## config.mk

```make
export PLATFORM = sky130hd
export DESIGN_NAME = instr_prefetch
export DESIGN_NICKNAME = d
export VERILOG_FILES = /design/src/rtl/instr_prefetch_pkg.sv /design/src/rtl/instr_prefetch_fifo.sv /design/src/rtl/instr_prefetch.sv
export SDC_FILE = /design/constraint.sdc
export NUM_CORES = 1
export LEC_CHECK = 0
export BUFFER_PORTS_ARGS = -buffer_cell sky130_fd_sc_hd__buf_2
export CAP_MARGIN = 20
export CORE_ASPECT_RATIO = 1.5
export CORE_MARGIN = 8
export CORE_UTILIZATION = 45
export CTS_CLUSTER_DIAMETER = 40
export DETAILED_ROUTE_END_ITERATION = 6
export GPL_TIMING_DRIVEN = 0
export PLACE_DENSITY = 0.66
export RECOVER_POWER = 50
export SLEW_MARGIN = 20
export SYNTH_ARGS = -nofsm -noshare
export SYNTH_HDL_FRONTEND = slang
export SYNTH_HIERARCHICAL = 1
export SYNTH_SLANG_ARGS = --single-unit
```

## constraint.sdc

```tcl
create_clock -name clk -period 7.7 [get_ports clk]
set_input_delay 0.77 -clock clk [delete_from_list [all_inputs] [get_ports clk]]
set_output_delay 0.77 -clock clk [all_outputs]
set_load 0.005 [all_outputs]
```

## src/rtl/instr_prefetch_pkg.sv

```systemverilog
// Shared types for the instruction prefetch stage: FSM encoding, FIFO entry layout, PC helpers.
package riscv_fetch_pkg;

  typedef enum logic [2:0] {
    ST_IDLE        = 3'b001,
    ST_REQ         = 3'b010,
    ST_WAIT_RVALID = 3'b100
  } fetch_state_e;

  localparam logic [31:0] PC_STEP = 32'd4;
  localparam int unsigned ENTRY_W = 64;

  typedef struct packed {
    logic [31:0] pc;
    logic [31:0] instr;
  } fetch_entry_t;

  function automatic logic [31:0] align_pc(input logic [31:0] a);
    return a & ~32'h3;
  endfunction

endpackage

```

## src/rtl/instr_prefetch_fifo.sv

```systemverilog
// Synchronous FIFO of {pc,instr} entries; flush overrides push and pop in the same cycle.
module prefetch_fifo
  import riscv_fetch_pkg::*;
#(
  parameter int unsigned  DEPTH_LOG   = 2,
  parameter fetch_entry_t RESET_ENTRY = '0
) (
  input  logic               clk,
  input  logic               res,
  input  logic               push,
  input  logic               pop,
  input  logic               flush,
  input  fetch_entry_t       wdata,
  output fetch_entry_t       rdata,
  output logic [DEPTH_LOG:0] count
);

  localparam int unsigned DEPTH = 1 << DEPTH_LOG;
  localparam logic [DEPTH_LOG:0] FULL = (DEPTH_LOG + 1)'(DEPTH);

  fetch_entry_t         mem [DEPTH];
  logic [DEPTH_LOG-1:0] wr_ptr;
  logic [DEPTH_LOG-1:0] rd_ptr;
  logic                 do_push;
  logic                 do_pop;

  // A full FIFO still accepts a push when the head leaves in the same cycle.
  assign do_pop  = pop && (count != '0);
  assign do_push = push && ((count != FULL) || do_pop);
  assign rdata   = mem[rd_ptr];

  always_ff @(posedge clk) begin
    if (!res) begin
      wr_ptr <= '0;
      rd_ptr <= '0;
      count  <= '0;
      for (int unsigned i = 0; i < DEPTH; i++) begin
        mem[i] <= RESET_ENTRY;
      end
    end else if (flush) begin
      wr_ptr <= '0;
      rd_ptr <= '0;
      count  <= '0;
    end else begin
      if (do_push) begin
        mem[wr_ptr] <= wdata;
        wr_ptr      <= wr_ptr + 1'b1;
      end
      if (do_pop) begin
        rd_ptr <= rd_ptr + 1'b1;
      end
      case ({do_push, do_pop})
        2'b10:   count <= count + 1'b1;
        2'b01:   count <= count - 1'b1;
        default: count <= count;
      endcase
    end
  end

endmodule

```

## src/rtl/instr_prefetch.sv

```systemverilog
// Fetch stage ahead of the instruction cache: sequential PCs, one outstanding req/gnt/rvalid
// transaction, {pc,instr} buffer for decode, branch redirect with in-flight drop. Option: FETCH_BYPASS_EN.
module instr_prefetch
  import riscv_fetch_pkg::*;
#(
  parameter int unsigned DEPTH_LOG = 2,
  parameter logic [31:0] RESET_PC  = 32'h0000_0000
) (
  input  logic        clk,
  input  logic        res,
  output logic        cached_instr_req,
  output logic [31:0] cached_instr_adr,
  input  logic        cached_instr_gnt,
  input  logic        cached_instr_rvalid,
  input  logic [31:0] cached_instr_read,
  output logic        fetch_valid,
  output logic [31:0] fetch_instr,
  output logic [31:0] fetch_pc,
  input  logic        fetch_ready,
  input  logic        branch_taken,
  input  logic [31:0] branch_target
);

  localparam int unsigned DEPTH = 1 << DEPTH_LOG;

  fetch_state_e       state;
  fetch_state_e       state_nxt;
  logic [31:0]        pc;
  logic [31:0]        adr_q;
  logic               drop;
  logic [DEPTH_LOG:0] fifo_count;
  fetch_entry_t       head;
  fetch_entry_t       rsp_entry;
  logic               outstanding;
  logic               slot_free;
  logic               rsp_done;
  logic               rsp_accept;
  logic               fifo_empty;
  logic               fifo_push;
  logic               fifo_pop;

  assign outstanding = (state != ST_IDLE);
  assign slot_free   = ({1'b0, fifo_count} + (DEPTH_LOG + 2)'(outstanding))
                       < (DEPTH_LOG + 2)'(DEPTH);
  assign rsp_done    = (state == ST_WAIT_RVALID) && cached_instr_rvalid;
  assign rsp_accept  = rsp_done && !drop && !branch_taken;
  assign fifo_empty  = (fifo_count == '0);
  assign rsp_entry   = '{pc: adr_q, instr: cached_instr_read};

  assign cached_instr_adr = adr_q;

  always_comb begin
    state_nxt        = state;
    cached_instr_req = 1'b0;
    case (state)
      ST_IDLE: begin
        if (slot_free && !branch_taken) state_nxt = ST_REQ;
      end
      ST_REQ: begin
        cached_instr_req = 1'b1;
        if (cached_instr_gnt) state_nxt = ST_WAIT_RVALID;
      end
      ST_WAIT_RVALID: begin
        if (cached_instr_rvalid) state_nxt = ST_IDLE;
      end
      default: state_nxt = ST_IDLE;
    endcase
  end

  always_ff @(posedge clk) begin
    if (!res) begin
      state <= ST_IDLE;
      pc    <= RESET_PC;
      adr_q <= RESET_PC;
      drop  <= 1'b0;
    end else begin
      state <= state_nxt;
      if ((state == ST_IDLE) && (state_nxt == ST_REQ)) begin
        adr_q <= pc;
      end
      // The cache keeps indexing from adr_q after a redirect, so only pc moves.
      if (branch_taken) begin
        pc <= align_pc(branch_target);
      end else if (rsp_accept) begin
        pc <= adr_q + PC_STEP;
      end
      if (rsp_done) begin
        drop <= 1'b0;
      end else if (branch_taken && outstanding) begin
        drop <= 1'b1;
      end
    end
  end

`ifdef FETCH_BYPASS_EN
  logic bypass;

  assign bypass      = fifo_empty && rsp_accept;
  assign fetch_valid = !fifo_empty || bypass;
  assign fetch_instr = bypass ? cached_instr_read : head.instr;
  assign fetch_pc    = bypass ? adr_q : head.pc;
  assign fifo_push   = rsp_accept && !(bypass && fetch_ready);
  assign fifo_pop    = !fifo_empty && fetch_ready && !branch_taken;
`else
  assign fetch_valid = !fifo_empty;
  assign fetch_instr = head.instr;
  assign fetch_pc    = head.pc;
  assign fifo_push   = rsp_accept;
  assign fifo_pop    = fetch_valid && fetch_ready && !branch_taken;
`endif

  prefetch_fifo #(
    .DEPTH_LOG   (DEPTH_LOG),
    .RESET_ENTRY (fetch_entry_t'{pc: RESET_PC, instr: 32'h0})
  ) u_fifo (
    .clk   (clk),
    .res   (res),
    .push  (fifo_push),
    .pop   (fifo_pop),
    .flush (branch_taken),
    .wdata (rsp_entry),
    .rdata (head),
    .count (fifo_count)
  );

endmodule

```

==> results.sh <==
export IMPL_synth_area_top_cells="sky130_fd_sc_hd__edfxtp_1 52%, sky130_fd_sc_hd__and2_1 11%, sky130_fd_sc_hd__dfxtp_1 10%, sky130_fd_sc_hd__mux4_2 9.7%, sky130_fd_sc_hd__nand2_1 2.1%"
export IMPL_peak_supply_drop_mv=0.167
export IMPL_synth_top_area_cell="sky130_fd_sc_hd__edfxtp_1"
export IMPL_critical_path_arrival_ns=5.41
export IMPL_place_gp_congestion=0.868
export IMPL_pwr_density_cell_nw_per_um2=227
export IMPL_final_worst_path_cycle_share_pct=67.1
export IMPL_io_pin_count=168
export IMPL_detail_route_wl_per_cell_um=21.5
export IMPL_layout_min_cycle_time_ns=5.17
export IMPL_cts_max_path_buffers=3
export IMPL_post_cts_buffers=0
export IMPL_place_detailed_hpwl_um=25900
export IMPL_flow_area_growth_from_synthesis_pct=17.7
export IMPL_route_antenna_remaining_nets=0
export IMPL_hold_class="reg -> reg"
export IMPL_start_kind="flip-flop"
export IMPL_post_synthesis_net_count=1174
export IMPL_clock_edge_transition_at_the_registers_on_the_reported_setup_and_hold_paths_ns=0.06
export IMPL_critPathBufInv=7
export IMPL_route_vias_total=9530
export IMPL_syn_avg_cell_area_um2=13.5
export IMPL_cpLargestDelayFamily="buffers and inverters"
export IMPL_critical_path_cell_count=12
export IMPL_cts_num_sinks=333
export IMPL_placedCellCount=1697
export IMPL_final_setup_skew_ns=0.0144
export IMPL_r2r_start="state[2]"
export IMPL_post_route_util_pct=53.7
export IMPL_cts_hold_buf=0
export IMPL_postLayoutSetupSlackWorst_ns=2.53
export IMPL_detailedPlace_worstSlack_ns=3.34
export IMPL_cap_viol_max_count=2
export IMPL_min_delay_path_depth=2
export IMPL_final_hold_viol_count=0
export IMPL_end_kind="flip-flop"
export IMPL_clock_fmax_mhz=193
export IMPL_viasPerCell=5.39
export IMPL_final_instance_count_excl_fill=1769
export IMPL_worst_path_largest_cell_delay_ns=1.05
export IMPL_critPathMostFrequentCell="sky130_fd_sc_hd__clkbuf_1"
export IMPL_cp_launch_point="state[2]"
export IMPL_tritoncts="yes"
export IMPL_htree_num_levels=2
export IMPL_design_core_area_um2=32600
export IMPL_first_iter_violations=601
export IMPL_synth_async_sr_flop_share_pct=0
export IMPL_worst_hold_startpoint="pc[25]"
export IMPL_postRouteWirelength_um=38100
export IMPL_die_area_um2=39300
export IMPL_die_x_um=165
export IMPL_fillerInstances=2828
export IMPL_grt_start_max_net_pins=41
export IMPL_grt_usage_pct=19.6
export IMPL_globalRouteOverflowTotal=0
export IMPL_fp_row_count=81
export IMPL_r2r_cells=12
export IMPL_failed_checks="capacitance limit, slew limit"
export IMPL_critical_path_slowest_cell="sky130_fd_sc_hd__clkbuf_1"
export IMPL_postCtsResizedCells=0
export IMPL_initial_utilization_pct=45.7
export IMPL_antenna_found_initial=2
export IMPL_outcome="finished with violations"
export IMPL_clock_latency_ns=0.53
export IMPL_setup_viol=0
export IMPL_drc_errors=0
export IMPL_grt_setup_unrepaired="no"
export IMPL_leakage_uw=0.00633
export IMPL_cts_root_buffer_cell="sky130_fd_sc_hd__clkbuf_16"
export IMPL_critPathRequiredTime_ns=7.94
export IMPL_post_synth_edffs=256
export IMPL_port_buffers=165
export IMPL_max_slew_margin_rel_pct=-51.3
export IMPL_synth_seq_area_share_pct=61.9
export IMPL_area_share_of_the_leading_cell_type_in_the_synthesized_netlist_pct=51.6
export IMPL_layout_commonest_cell="sky130_fd_sc_hd__edfxtp_1"
export IMPL_num_nets_final=1395
export IMPL_synth_cell_area_um2=14900
export IMPL_yosys_register_bits=333
export IMPL_transition_time_of_the_tightest_slew_check_pin_ns=2.26
export IMPL_yosysWarningCount=6
export IMPL_path_cells="and4bb_1 -> nor2b_1 -> nand2b_1 -> inv_1 -> clkbuf_1 -> clkbuf_1 -> inv_1 -> or4_1 -> o21ai_0 -> clkbuf_1 -> buf_16 -> buf_8"
export IMPL_synthesis_instances=1102
export IMPL_drt_pre_antenna_iters=4
export IMPL_share_of_cells_above_drive_strength_1_pct=21.7
export IMPL_worstSetupPathType="reg -> reg"
export IMPL_worstPathMaxFanout=18
export IMPL_grt_pass1_vias=9942
export IMPL_most_common_layout_cells="256 x sky130_fd_sc_hd__edfxtp_1, 202 x sky130_fd_sc_hd__and2_1, 146 x sky130_fd_sc_hd__buf_2"
export IMPL_cts_buffers=39
export IMPL_slew_viol_final=19
export IMPL_postSynth_topFlopCell="sky130_fd_sc_hd__edfxtp_1"
export IMPL_ys_types=64
export IMPL_wire_length_of_the_first_global_routing_pass_um=58200
export IMPL_dieHeight_um=239
[power by group]
part | internal (µW) | total (µW) | leakage, µW | switching, µW
Clock | 1030 | 1770 | 0.000614 | 743
Combinational | 71.8 | 178 | 0.00245 | 106
Sequential | 1990 | 2020 | 0.00326 | 32.1
Total | 3090 | 3970 | 0.00633 | 881
[area by class of cell]
cell class	instances	area, µm²	share of cell area [%]
diodes	2	5.00	0.0285
flip-flops and latches	333	9230	52.6
plain buffers	73	302	1.72
multi-input cells	683	5180	29.5
well taps	415	519	2.96
clock buffers	49	1070	6.08
repair buffers	180	1020	5.79
clock inverters	21	175	0.999
inverters	13	48.8	0.278
[sequential cells by signal, indices dropped and copies added (netlist names), named ones only]
name              count
cached_instr_adr     32
drop                  1
pc                   32
state                 3
u_fifo/count          3
u_fifo/mem          256
u_fifo/rd_ptr         2
u_fifo/wr_ptr         2
[synthesized netlist by cell type, types with 4 or more instances]
library cell / count
sky130_fd_sc_hd__mux4_2: 64
sky130_fd_sc_hd__dfxtp_1: 77
sky130_fd_sc_hd__nor3b_1: 12
sky130_fd_sc_hd__or2_2: 4
sky130_fd_sc_hd__clkbuf_1: 35
sky130_fd_sc_hd__nand2_1: 85
sky130_fd_sc_hd__edfxtp_1: 256
sky130_fd_sc_hd__nor3_1: 12
sky130_fd_sc_hd__xor2_1: 7
sky130_fd_sc_hd__buf_2: 20
sky130_fd_sc_hd__nor4_1: 4
sky130_fd_sc_hd__o21ai_0: 15
sky130_fd_sc_hd__nand2b_1: 10
sky130_fd_sc_hd__inv_1: 11
sky130_fd_sc_hd__and2_1: 256
sky130_fd_sc_hd__nor2_1: 33
sky130_fd_sc_hd__nand3_1: 17
sky130_fd_sc_hd__buf_6: 15
sky130_fd_sc_hd__a31oi_1: 4
sky130_fd_sc_hd__o22ai_1: 6
sky130_fd_sc_hd__or3_1: 6
sky130_fd_sc_hd__nor4b_1: 4
sky130_fd_sc_hd__a21oi_1: 61
sky130_fd_sc_hd__nand4_1: 4
sky130_fd_sc_hd__xnor2_1: 19
sky130_fd_sc_hd__o31ai_1: 5
[metrics by stage]
stage                     hold WS, ns  instance area [µm²]  setup TNS, ns  total power [µW]
after global routing            0.462                17500              0              4110
after CTS                       0.439                17900              0              4030
after floorplan                 0.427                14900              0              2140
final                           0.442                17500              0              3970
after global placement          0.433                16200        -788.08              2240
after detailed placement        0.440                16600              0              2250
[per-layer routing]
metal / global-route usage [%] / up-vias / wire (µm)
met5: 0 / - / 0
li1: - / 4449 / -
met2: 34.1 / 293 / 19400
met1: 23.3 / 4706 / 14900
met3: 3.46 / 82 / 2290
met4: 8.30 / 0 / 1490
[path summary, 6_finish.rpt]
path / end / slack, ns
max reg2reg: u_fifo/mem[2][22] / 2.53
min reg2reg: cached_instr_adr[25] / 0.44
max: u_fifo/mem[2][22] / 2.53
min: cached_instr_adr[25] / 0.44
[tightest hold or removal path: cells and delay by family (launching register included)]
family	cells	cell delay (ns)
and+or+nand+nor	1	0.05
DFF	1	0.30
AOI/OAI and AO/OA	1	0.05
[cells by family after synthesis]
kind of cell / Yosys count / share of synthesized area [%]
AOI/OAI and AO/OA: 112 / 4.45
xor gates and xnor gates: 26 / 1.53
adders and majority gates: 2 / 0.218
buffers and inverters: 86 / 3.11
DFF: 333 / 61.9
muxes: 67 / 9.89
and+or+nand+nor: 476 / 18.9
No activity file was read; power rests on OpenSTA's default activity.
